### src/rtl/demux_1x2_ctrl.sv
// rtl/demux_1x2_ctrl.sv - one-word holding demux routing a source to two ready/valid sinks
module demux_1x2_ctrl #(
  parameter int WIDTH = 8,
  parameter int CW    = 8
) (
  input  logic             clk,
  input  logic             rst,
  input  logic             i_valid,
  input  logic [WIDTH-1:0] i_data,
  input  logic             s,
  input  logic             mode,
  output logic             i_ready,
  input  logic [1:0]       y_ready,
  output logic [1:0]       y_valid,
  output logic [WIDTH-1:0] y0_data,
  output logic [WIDTH-1:0] y1_data,
  output logic [CW-1:0]    cnt0,
  output logic [CW-1:0]    cnt1
);

  typedef enum logic {IDLE = 1'b0, BUSY = 1'b1} state_t;

  state_t           state_q, state_d;
  logic             sel_q, sel_d;
  logic             ptr_q, ptr_d;
  logic [WIDTH-1:0] hold_q, hold_d;
  logic [CW-1:0]    cnt0_q, cnt0_d;
  logic [CW-1:0]    cnt1_q, cnt1_d;
  logic             busy;

  // Next-state: accept into the holding register in IDLE, release on the selected sink's ready in BUSY
  always_comb begin
    state_d = state_q;
    sel_d   = sel_q;
    ptr_d   = ptr_q;
    hold_d  = hold_q;
    cnt0_d  = cnt0_q;
    cnt1_d  = cnt1_q;
    case (state_q)
      IDLE: begin
        if (i_valid) begin
          hold_d  = i_data;
          sel_d   = mode ? ptr_q : s;
          ptr_d   = mode ? ~ptr_q : ptr_q;
          state_d = BUSY;
        end
      end
      BUSY: begin
        if (y_ready[sel_q]) begin
          state_d = IDLE;
          if (sel_q) begin
            cnt1_d = cnt1_q + CW'(1);
          end else begin
            cnt0_d = cnt0_q + CW'(1);
          end
        end
      end
      default: state_d = IDLE;
    endcase
  end

  // State registers; reset wins over any accept or transfer in the same cycle
  always_ff @(posedge clk) begin
    if (rst) begin
      state_q <= IDLE;
      sel_q   <= 1'b0;
      ptr_q   <= 1'b0;
      hold_q  <= '0;
      cnt0_q  <= '0;
      cnt1_q  <= '0;
    end else begin
      state_q <= state_d;
      sel_q   <= sel_d;
      ptr_q   <= ptr_d;
      hold_q  <= hold_d;
      cnt0_q  <= cnt0_d;
      cnt1_q  <= cnt1_d;
    end
  end

  // Outputs decode registered state only, so y_ready never reaches i_ready combinationally
  always_comb begin
    busy    = (state_q == BUSY);
    i_ready = ~busy;
    y_valid = {busy & sel_q, busy & ~sel_q};
    y0_data = (busy & ~sel_q) ? hold_q : '0;
    y1_data = (busy &  sel_q) ? hold_q : '0;
    cnt0    = cnt0_q;
    cnt1    = cnt1_q;
  end

endmodule

### config.mk
export PLATFORM = sky130hd
export DESIGN_NAME = demux_1x2_ctrl
export DESIGN_NICKNAME = d
export VERILOG_FILES = /design/src/rtl/demux_1x2_ctrl.sv
export SDC_FILE = /design/constraint.sdc
export NUM_CORES = 1
export LEC_CHECK = 0
export ABC_AREA = 1
export BUFFER_PORTS_ARGS = -buffer_cell sky130_fd_sc_hd__buf_4
export CORE_ASPECT_RATIO = 1.2
export CORE_MARGIN = 10
export CORE_UTILIZATION = 50
export CTS_BUF_LIST = sky130_fd_sc_hd__clkbuf_4
export CTS_CLUSTER_DIAMETER = 60
export DETAILED_ROUTE_END_ITERATION = 12
export PLACE_DENSITY = 0.93
export RECOVER_POWER = 25
export SYNTH_ARGS = -nofsm -noshare
export SYNTH_HDL_FRONTEND = slang
export SYNTH_SLANG_ARGS = --single-unit
export TNS_END_PERCENT = 20
### constraint.sdc
create_clock -name clk -period 1.15 [get_ports clk]
set_input_delay 0.1725 -clock clk [delete_from_list [all_inputs] [get_ports clk]]
set_output_delay 0.1725 -clock clk [all_outputs]
set_load 0.005 [all_outputs]
### Word-level counts from Yosys, hierarchy flattened

Cells that the tools add are included.

| storage, ports and cells | value |
|---|---|
| input port bits | 15 |
| word-level logic and storage cells | 26 |
| output and inout port bits | 35 |
| register bits after elaboration | 27 |

| operators by class | value |
|---|---|
| multiplexer cells | 8 |
| $add $sub $neg | 2 |
| $lt $le $gt $ge | 1 |
| reductions and logical operators | 4 |
| bitwise operators | 5 |

Operators by type and width:

| cell | count |
|---|---|
| $add A8 B1 Y8 const B | 2 |
| $mux W8 | 2 |
| $reduce_and A3 Y1 | 3 |
| $mux W1 | 5 |
| $not A1 Y1 | 3 |
| $and A1 B1 Y1 | 2 |
| $lt A1 B2 Y1 const B | 1 |
| $pmux W1 S2 | 1 |
| $reduce_and A2 Y1 | 1 |

### Logic depth before layout (Yosys ltp)

Gate-level depths: netlist (run 1).

| depth | value |
|---|---|
| depth in word-level cells | 4 |
| gate-level depth with buffers | 6 |
| depth with buffers taken out | 6 |

### Least setup slack after synthesis (run 1)

Ideal clock, no wire load.

| timing path | value |
|---|---|
| kind | reg2reg |
| start | register cnt0_q[0], in the netlist cnt0[0] |
| end | register cnt0_q[6], in the netlist cnt0[6] |
| arrival | 0.978 ns |
| slack | 0.057 ns |
| path buffers | 0 |
| setup time | 0.115 ns |
| required time | 1.035 ns |
| cell stages (with the launch flop) | 7 |
| clock period less this slack | 1.093 ns |
| path through | dfxtp_1 > ha_1 > nand3_1 > nor2_4 > nand3_1 > nand2_1 > nor2_1 |

| on the way | value |
|---|---|
| word-level cells in the longest chain between the ends | 1 |

RTL lines:

| element | RTL line | source |
|---|---|---|
| start, declared | 27 | `logic [CW-1:0] cnt0_q, cnt0_d;` |
| start signal, assigned | 76 | `cnt0_q <= cnt0_d;` |
| $add A8 B1 Y8 | 54 | `cnt0_d = cnt0_q + CW'(1);` |

No other way between the ends.
A chain may end at the register's enable or synchronous reset.

### Worst setup path in the final report (run 1)

| timing path | value |
|---|---|
| start | register state_q, in the netlist busy |
| end | output y0_data[1] |

| on the way | value |
|---|---|
| word-level cells in the longest chain between the ends | 2 |

RTL lines:

| element | RTL line | source |
|---|---|---|
| start, declared | 23 | `state_t state_q, state_d;` |
| start signal, assigned | 72 | `state_q <= state_d;` |
| $and A1 B1 Y1 | 86 | `y0_data = (busy & ~sel_q) ? hold_q : '0;` |
| $mux W8 | 86 |  |
| end, declared | 15 | `output logic [WIDTH-1:0] y0_data,` |

No other way between the ends.

==> impl_metrics.py, run 1 <==
metrics = {
    "sta": {
        "tns_ns": -2.44,
        "whs_ns": 0.0278,
        "tightest_slew_ns": 0.215,
        "drv_slew": 0,
        "period_share": 1.18,
        "finalSetupViolCount": 18,
        "max_freq_mhz": 735,
        "fin_skew_ns": 0.00262,
        "slew_headroom": 0.855,
        "setup_ws_ns": -0.211,
        "post-route-min-period_ns": 1.36,
        "hold_violations": 0,
        "rsz0062_at_grt": "true",
    },
    "power_and_ir_drop": {
        "ir_drop_v": 0.000677,
        "p_leak_nw": 0.848,
        "power_density_mw_per_mm2": 915,
    },
    "status": {
        "status": "complete, but fails checks",
        "violations": "negative setup slack",
    },
    "global_route": {
        "grt_usage": 0.134,
        "gr-total-overflow": 0,
        "grt_use_met1": 0.143,
        "grt_start_max_net_pins": 20,
        "antenna_found_initial": 0,
        "grt_util_met2": 0.240,
        "grt_pass1_wl_mm": 5.46,
        "top_usage_layer": "met2",
        "grt_pass1_vias": 1319,
        "grt_use_met3": 0.0471,
    },
    "yosys": {
        "synthArstFlopShare": 0,
        "avgSynthCellArea_um2": 7.25,
        "synth.most_common_cell": "nor2_1",
        "ys_ff_latch": 27,
        "syn_inst": 177,
        "yosysTopAreaCellShare": 0.421,
        "syn_nets": 194,
        "syn_area_mm2": 0.00128,
        "synthTopCellsByCount": "nor2_1 (36), dfxtp_1 (27), nand2_1 (27), a21oi_1 (21), inv_1 (20)",
        "synth_area_leaders": "dfxtp_1 (42%), nor2_1 (11%), a21oi_1 (8.2%)",
        "ys_seq_area_frac": 0.421,
        "synth_cell_type_count": 23,
        "synth_edf_count": 0,
        "ys_warn_count": 0,
        "synth_ff_type": "dfxtp_1",
        "synth_top_area_cell": "dfxtp_1",
    },
    "clock_tree": {
        "cts_buffers": 3,
        "clkLatencyLatePin_ns": 0.33,
        "cts-root-buf": "clkbuf_4",
        "h-tree-depth": 1,
        "cts_tree": "yes",
        "path_clk_slew_ns": 0.13,
        "cts_sinks": 27,
        "clk_path_buf_depth": 2,
    },
    "worst_setup_path": {
        "slowest_stage": "dfxtp_4",
        "arrival_ns": 1.19,
        "path_cells": "inv_4, nor2_4, inv_4, nor2_1, buf_4",
        "cp_common_cell": "inv_4",
        "critical_path_required_ns": 0.98,
        "worstSetupEndpointType": "output port",
        "critPathKind": "reg -> out",
        "start_kind": "flop",
        "crit_fanout": 9,
        "slowest_delay_ns": 0.41,
    },
    "die": {
        "dieArea_mm2": 0.00500,
        "coreArea_mm2": 0.00250,
        "die_width_um": 66.3,
        "start_util": 0.513,
        "io_pins": 50,
        "dieHeight_um": 75.5,
        "rows": 20,
    },
    "final_layout": {
        "regArea_um2": 558,
        "fin_nets": 255,
        "num_antenna_cells": 0,
        "drive_above_1_share": 0.384,
        "syn2layout_area_growth_pct": 42.8,
        "num-fill-cells": 215,
        "multi_input_area_um2": 663,
        "fin_area_mm2": 0.00183,
        "utilization": 0.733,
    },
    "routing": {
        "vias": 1327,
        "detail_route.wirelength_mm": 3.34,
        "dr.first_iter.drc_count": 72,
        "detail-route-antenna-nets": 0,
        "routed_via_density": 4.91,
        "wl_per_cell_um": 12.4,
        "route.detailed.drc": 0,
        "drt-pass1-iter-count": 4,
    },
    "place": {
        "gp_congestion": 0.784,
        "port_buffers": 49,
        "post-dp-hpwl_mm": 2.52,
        "detailedPlace.worstSlack_ns": -0.0170,
        "place_area_mm2": 0.00171,
    },
    "run": {
        "cap_violations": 0,
    },
    "min_path": {
        "hold_path.class": "in -> reg",
    },
}
[timing repair]
item                                    4_1_cts  5_1_grt
cloned                                        0        0
gates resized for setup                       6       18
endpoints found under the setup margin       25       28
pin swaps                                     0        1
hold buffers                                  0        0
setup buffers                                 3        2
[area by class of cell]
cell class                      instances  share of cell area
Multi-Input combinational cell        124               0.362
Timing Repair Buffer                   59               0.244
Sequential cell                        27               0.304
Tap cell                               33              0.0225
Inverter                               23              0.0512
Clock buffer                            4              0.0164
[cells in the final DEF, fill, tap and decap left out, types with 2 or more instances in the layout]
cell type  count
dfxtp_1       21
nand3_1        9
a21oi_1       21
inv_1         20
o21ai_0       12
dfxtp_4        4
nor2_1        28
buf_4         58
nor2_2         8
dfxtp_2        2
nand3_4        2
nand2_4        2
inv_4          3
nand2_1       27
nor2_4         4
xor2_1         2
clkbuf_4       4
o21ai_1        2
[flip-flops by register name, indices dropped and copies added, names as in the netlist]
register and cells:
busy 1, cnt0 8, cnt1 8, hold_q 8, ptr_q 1, sel_q 1
[critical path: cells and delay by family, from the launching register on]
kind	cells	cell delay, ns
flip-flops	1	0.41
buffers and inverters	3	0.25
AND/OR/NAND/NOR	2	0.19
[path summary, 6_finish.rpt]
path	slack [ns]	from	endpoint	depth (start not counted)
worst min register to register	0.47	cnt1[0]	cnt1[0]	1
worst min-delay path	0.03	rst	sel_q	2
worst max register to register	0.04	busy	cnt0[4]	6
worst max-delay path	-0.21	busy	y0_data[1]	5
[per-stage QoR]
| stage | power [mW] | std cells |
|---|---|---|
| final | 1.68 | 270 |
| after global routing | 1.77 | 270 |
| after CTS | 1.68 | 268 |
| after detailed placement | 1.24 | 261 |
| after global placement | 1.23 | 261 |
| after floorplan | 1.14 | 177 |
[routing by layer]
| layer | share of wire | vias up | wire [um] |
|---|---|---|---|
| met5 | 0 | - | 0 |
| met4 | 0.013 | 0 | 43 |
| met3 | 0.078 | 5 | 259 |
| met2 | 0.48 | 42 | 1600 |
| met1 | 0.43 | 596 | 1430 |
| li1 | - | 684 | - |
[logic make-up (layout without fill, tap and decap cells)]
group,after synthesis,count (layout),share of synthesized area
XOR/XNOR,2,2,0.0136
flip-flops,27,27,0.421
AO/OA/AOI/OAI,38,38,0.155
AND/OR/NAND/NOR,82,82,0.303
buffers and inverters,26,86,0.0877
adder cells (fa/ha/maj),2,2,0.0195
[power breakdown]
| part | switching (mW) | internal, mW | total (mW) |
|---|---|---|---|
| Sequential | 0.0195 | 0.965 | 0.984 |
| Combinational | 0.140 | 0.124 | 0.264 |
| Clock | 0.269 | 0.160 | 0.429 |
Power figures use the tool's default switching activity.
==> inputs of run 2 (changes only) <==
Settings changed: ABC_AREA 1 to 0, CORE_UTILIZATION 50 to 49, PLACE_DENSITY 0.93 to 0.92, SKIP_LAST_GASP set to 1.
==> run 2 against run 1 <==
The flow still finishes with violations (negative setup slack); first-iteration DRC count rose by 4.2%; cell count fell by 1.5%; register-to-register slack worse by 0.39 ns; flip-flop and latch count is the same; synthesized area down 1.6%; largest power group unchanged; combinational power up 18%; largest cell class unchanged; count of clock-buffer cells in the layout stayed put; synthesized cell count shrank 15%; highest routed layer unchanged; hold slack improved by 0.057 ns; power up 3.2%; sequential share of layout area shrank 3.8 points; setup slack worse by 0.14 ns.
==> impl_metrics.py, run 2 <==
metrics = {
    "status": {
        "status": "complete, but fails checks",
        "violations": "negative setup slack",
    },
    "clock_tree": {
        "h-tree-depth": 1,
        "cts_tree": "yes",
        "cts_sinks": 27,
        "path_clk_slew_ns": 0.13,
        "clk_path_buf_depth": 2,
        "hold_buffers": 0,
        "cts_buffers": 3,
        "cts-root-buf": "clkbuf_4",
        "clkLatencyLatePin_ns": 0.32,
    },
    "routing": {
        "drt-pass1-iter-count": 4,
        "routed_via_density": 5.69,
        "vias": 1514,
        "route.detailed.drc": 0,
        "detail_route.wirelength_mm": 4.63,
        "wl_per_cell_um": 17.4,
        "dr.first_iter.drc_count": 75,
        "detail-route-antenna-nets": 0,
    },
    "worst_setup_path": {
        "reg2reg_from": "sel_q",
        "critPathKind": "reg -> out",
        "worstSetupEndpointType": "output port",
        "start_kind": "flop",
        "crit_fanout": 5,
        "arrival_ns": 1.33,
        "r2r-end": "cnt1[7]",
        "rr_worst_depth": 5,
        "critical_path_required_ns": 0.98,
        "reg2reg_slack_ns": -0.35,
    },
    "min_path": {
        "hold-path-endpoint": "hold_q[5]",
        "hold_path.class": "in -> reg",
        "whs_path_depth": 3,
        "hold_start": "i_data[5]",
    },
    "yosys": {
        "ys_seq_area_frac": 0.428,
        "ys_ff_latch": 27,
        "yosysTopAreaCellShare": 0.428,
        "synth.most_common_cell": "dfxtp_1",
        "synth_edf_count": 0,
        "ys_warn_count": 0,
        "synth_top_area_cell": "dfxtp_1",
        "synth_cell_type_count": 30,
        "synthArstFlopShare": 0,
        "syn_nets": 167,
        "avgSynthCellArea_um2": 8.42,
        "synth_area_leaders": "dfxtp_1 (43%), a21oi_1 (7.1%), nand2_1 (6.2%)",
        "synthTopCellsByCount": "dfxtp_1 (27), nand2_1 (21), a21oi_1 (18), nor2_1 (10), and2_1 (9)",
        "synth_ff_type": "dfxtp_1",
        "syn_area_mm2": 0.00126,
        "syn_inst": 150,
    },
    "sta": {
        "setup_ws_ns": -0.349,
        "rsz0062_at_grt": "true",
        "post-route-min-period_ns": 1.50,
        "tns_ns": -9.56,
        "whs_ns": 0.0849,
        "fin_skew_ns": 0.00840,
        "tightest_slew_ns": 0.307,
        "hold_violations": 0,
        "max_freq_mhz": 667,
        "drv_slew": 0,
        "finalSetupViolCount": 43,
        "period_share": 1.30,
        "slew_headroom": 0.793,
    },
    "final_layout": {
        "num-fill-cells": 158,
        "layout.cells.non_filler": 266,
        "drive_above_1_share": 0.468,
        "syn2layout_area_growth_pct": 61.9,
        "fin_nets": 251,
        "num_antenna_cells": 0,
        "final_common_cell": "buf_4",
        "regArea_um2": 546,
        "multi_input_area_um2": 721,
        "final_cell_mix": "buf_4 (72), dfxtp_1 (25), nand2_1 (21)",
    },
    "die": {
        "start_util": 0.505,
        "coreArea_mm2": 0.00250,
        "io_pins": 50,
        "dieArea_mm2": 0.00502,
        "rows": 20,
        "die_width_um": 66.4,
        "dieHeight_um": 75.6,
    },
    "place": {
        "gp_congestion": 0.728,
        "dp.cells": 254,
        "port_buffers": 49,
        "detailedPlace.worstSlack_ns": -0.277,
        "post-dp-hpwl_mm": 3.11,
    },
    "power_and_ir_drop": {
        "pwr-share-clk": 0.250,
        "p_int_mw": 1.29,
        "p_comb_frac": 0.179,
        "p_sw_frac": 0.255,
        "total_power_mw": 1.73,
        "p_leak_nw": 0.982,
        "power_density_mw_per_mm2": 846,
        "seqPwrFrac": 0.571,
        "p_switching_uw": 441,
        "ir_drop_v": 0.000671,
    },
    "global_route": {
        "gr-total-overflow": 0,
        "grt_usage": 0.169,
        "grt_pass1_wl_mm": 6.73,
        "grt_start_max_net_pins": 28,
        "grt_pass1_vias": 1490,
        "antenna_found_initial": 0,
    },
    "run": {
        "cap_violations": 0,
    },
}
## run 2: cell types whose count changed after synthesis, sizes merged, moves of 5 or more
| cell | delta |
|---|---|
| inv | -22 |
| or3 | +5 |
| nand3 | -9 |
| nand4 | +5 |
| clkbuf | +5 |
| and2 | +9 |
| o21ai | -9 |
| and3 | +8 |
| nand2 | -8 |
| nor2 | -30 |
## run 2: worst max path at each step
stage / startpoint / to / slack (ns) / cells after the start
6_report: sel_q / y0_data[7] / -0.35 / 5
4_1_cts: busy / y0_data[7] / -0.30 / 6
3_3_place_gp: sel_q / cnt1[5] / -0.12 / 3
5_1_grt: sel_q / cnt1[7] / -0.41 / 5
2_1_floorplan: sel_q / cnt1[5] / -0.10 / 4
3_5_place_dp: sel_q / cnt1[5] / -0.28 / 3
## run 2: repair_timing
| action | in CTS | in global routing |
|---|---|---|
| buffers inserted | 4 | 2 |
| endpoints found under the setup margin | 40 | 51 |
| cloned | 1 | 1 |
| gates resized for setup | 27 | 4 |
| pin swaps | 7 | 1 |
## run 2: stage by stage
stage / cell area, um2 / util
floorplan: 1260 / -
global placement: 1860 / 0.744
CTS: 2010 / 0.802
detailed placement: 1860 / 0.744
finish: 2050 / 0.818
global route: 2050 / 0.818
## run 2: kinds of logic after synthesis
logic type	after synthesis	share of synthesized area
XOR/XNOR	5	0.0347
multiplexers	4	0.0317
adder cells (fa/ha/maj)	2	0.0198
buffers and inverters	10	0.0386
flip-flops	27	0.428
AO/OA/AOI/OAI	30	0.136
AND/OR/NAND/NOR	72	0.312
## run 2: power groups by stage
stage          Combinational (mW)  Clock [mW]  Sequential (mW)
3_3_place_gp                0.231           0             1.01
5_1_grt                     0.334       0.482            0.992
3_5_place_dp                0.246           0             1.01
4_1_cts                     0.301       0.422            0.986
2_1_floorplan               0.120           0             1.00
6_report                    0.311       0.432            0.988
## run 2: area by class of cell
type,count,share of cell area
timing repair buffer,87,0.343
multi-input combinational,114,0.352
tap,33,0.0202
inverter,1,0.00306
sequential,27,0.267
clock buffer,4,0.0147
## run 2: worst max-delay path, stage by stage (launching register included)
cell and delay (ns):
dfxtp_4 0.38, buf_6 0.13, nor2_4 0.14, buf_6 0.14
and2_4 0.14, buf_6 0.09
## run 2: layer usage
| layer | vias to the layer above | GRT usage | part of all wire | routed length [um] |
|---|---|---|---|---|
| li1 | 699 | - | - | - |
| met4 | 0 | 0.103 | 0.025 | 115 |
| met3 | 8 | 0.0338 | 0.070 | 325 |
| met2 | 71 | 0.321 | 0.53 | 2460 |
| met5 | - | 0 | 0 | 0 |
| met1 | 736 | 0.163 | 0.37 | 1730 |
==> inputs of run 3 (changes only) <==
==> constraint.sdc (replaced) <==
create_clock -name clk -period 1.7 [get_ports clk]
set_input_delay 0.085 -clock clk [delete_from_list [all_inputs] [get_ports clk]]
set_output_delay 0.085 -clock clk [all_outputs]
set_load 0.005 [all_outputs]
==> run 3 against run 2 <==
The flow now finishes without violations; sequential power is 32% lower; largest cell class unchanged; clock power is 34% lower; design area is 15% lower; global-route usage is 4.1 points lower.
==> impl_metrics.py, run 3 (same netlist as run 2, synthesis figures left out) <==
metrics = {
    "global_route": {
        "grt_pass1_vias": 1215,
        "antenna_found_initial": 0,
        "grt_pass1_wl_mm": 5.26,
        "grt_usage": 0.128,
        "grt_start_max_net_pins": 28,
        "gr-total-overflow": 0,
    },
    "worst_setup_path": {
        "path_cells": "buf_4, inv_1, nor2_4, and2_1, buf_4",
        "worst-path-stages": 5,
        "critPathKind": "reg -> out",
        "crit_fanout": 14,
        "cp_top_family": "flip-flops",
        "worstSetupEndpointType": "output port",
        "reg2reg_from": "sel_q",
        "arrival_ns": 1.45,
        "crit_end": "y0_data[1]",
        "cp_common_cell": "buf_4",
        "critical_path_required_ns": 1.62,
        "slowest_delay_ns": 0.42,
        "r2r-end": "cnt1[7]",
        "critPathBufInv": 3,
        "critPathLaunch": "busy",
        "slowest_stage": "dfxtp_4",
        "rr_worst_depth": 3,
        "reg2reg_slack_ns": 0.20,
        "start_kind": "flop",
    },
    "place": {
        "post-dp-hpwl_mm": 2.62,
        "gp_congestion": 0.742,
        "detailedPlace.worstSlack_ns": 0.181,
        "port_buffers": 49,
    },
    "clock_tree": {
        "clkLatencyLatePin_ns": 0.32,
        "cts_sinks": 27,
        "cts-root-buf": "clkbuf_4",
        "h-tree-depth": 1,
        "cts_setup_buffers": 0,
        "path_clk_slew_ns": 0.14,
        "clk_path_buf_depth": 2,
        "cts_tree": "yes",
        "cts_buffers": 3,
    },
    "routing": {
        "dr.first_iter.drc_count": 60,
        "wl_per_cell_um": 14.1,
        "drt-pass1-iter-count": 4,
        "detail-route-antenna-nets": 0,
        "detail_route.wirelength_mm": 3.33,
        "vias": 1259,
        "route.detailed.drc": 0,
        "routed_via_density": 5.33,
    },
    "power_and_ir_drop": {
        "total_power_mw": 1.11,
        "p_leak_nw": 0.790,
        "ir_drop_v": 0.000527,
        "power_density_mw_per_mm2": 633,
    },
    "sta": {
        "period_share": 0.902,
        "setup_ws_ns": 0.166,
        "drv_slew": 0,
        "tightest_slew_ns": 0.272,
        "post-route-min-period_ns": 1.53,
        "slew_headroom": 0.819,
        "tns_ns": 0,
        "finalSetupViolCount": 0,
        "rsz0062_at_grt": "false",
        "fin_skew_ns": 0.00241,
        "hold_violations": 0,
        "max_freq_mhz": 652,
    },
    "final_layout": {
        "drive_above_1_share": 0.296,
        "syn2layout_area_growth_pct": 38.3,
        "fin_nets": 221,
        "utilization": 0.699,
        "num_antenna_cells": 0,
        "final_cell_mix": "buf_4 (37), dfxtp_1 (26), nand2_1 (21)",
        "final_common_cell": "buf_4",
    },
    "run": {
        "cap_violations": 0,
    },
    "die": {
        "die_width_um": 66.4,
        "dieHeight_um": 75.6,
        "io_pins": 50,
        "coreArea_mm2": 0.00250,
        "start_util": 0.505,
        "dieArea_mm2": 0.00502,
        "rows": 20,
    },
    "min_path": {
        "hold_path.class": "in -> reg",
    },
    "status": {
        "status": "finished clean",
    },
}
[run 3: cell types whose count changed in the layout (fill, tap and decap cells not counted), moves of 6 or more]
cell	delta
buf_4	-35
buf_6	-13
clkbuf_4	+12
and2_1	+8
and2_4	-8
dlygate4sd3_1	+6
[run 3: routing by layer]
metal / GRT usage / part of all wire / wire [um] / up-vias
met5: 0 / 0 / 0 / -
met4: 0.0443 / 0.0084 / 28 / 0
met3: 0.0382 / 0.074 / 247 / 4
met2: 0.250 / 0.52 / 1730 / 45
met1: 0.123 / 0.40 / 1330 / 571
li1: - / - / - / 639
[run 3: report_power, final]
part | internal [mW] | switching, mW
sequential | 0.653 | 0.0190
clock | 0.108 | 0.178
combinational | 0.0786 | 0.0699
total | 0.839 | 0.267
[run 3: worst reg2reg max path, stage by stage (launching register included)]
cell     delay [ns]
dfxtp_1        0.48
nand4_1        0.24
or4_1          0.55
a21oi_1        0.17
[run 3: timing repair]
action,4_1_cts,5_1_grt
resized for setup,2,2
setup endpoints to repair,9,8
cloned,0,0
hold buffers,4,2
hold endpoints to repair,4,2
[run 3: stage by stage]
step	std cells	instance area (um2)	hold slack [ns]
final	236	1750	0.00690
after global routing	236	1750	0.000171
after CTS	234	1720	0.00230
after detailed placement	226	1650	0.347
after global placement	226	1650	0.340
after floorplan	150	1260	0.221
[run 3: final cells by class]
cell class,instances,area [um2]
Multi-Input combinational cell,113,682
Tap cell,33,41.3
Sequential cell,27,544
Timing Repair Buffer,58,447
Fill cell,207,754
Inverter,1,3.75
Clock buffer,4,30.0
[run 3: worst min path at each step]
stage	end	start	cells past startpoint
after floorplan	hold_q[0]	i_data[0]	2
after global placement	hold_q[1]	i_data[1]	3
after detailed placement	hold_q[1]	i_data[1]	3
after CTS	hold_q[0]	i_data[0]	3
after global routing	hold_q[5]	i_data[5]	3
final	hold_q[5]	i_data[5]	3
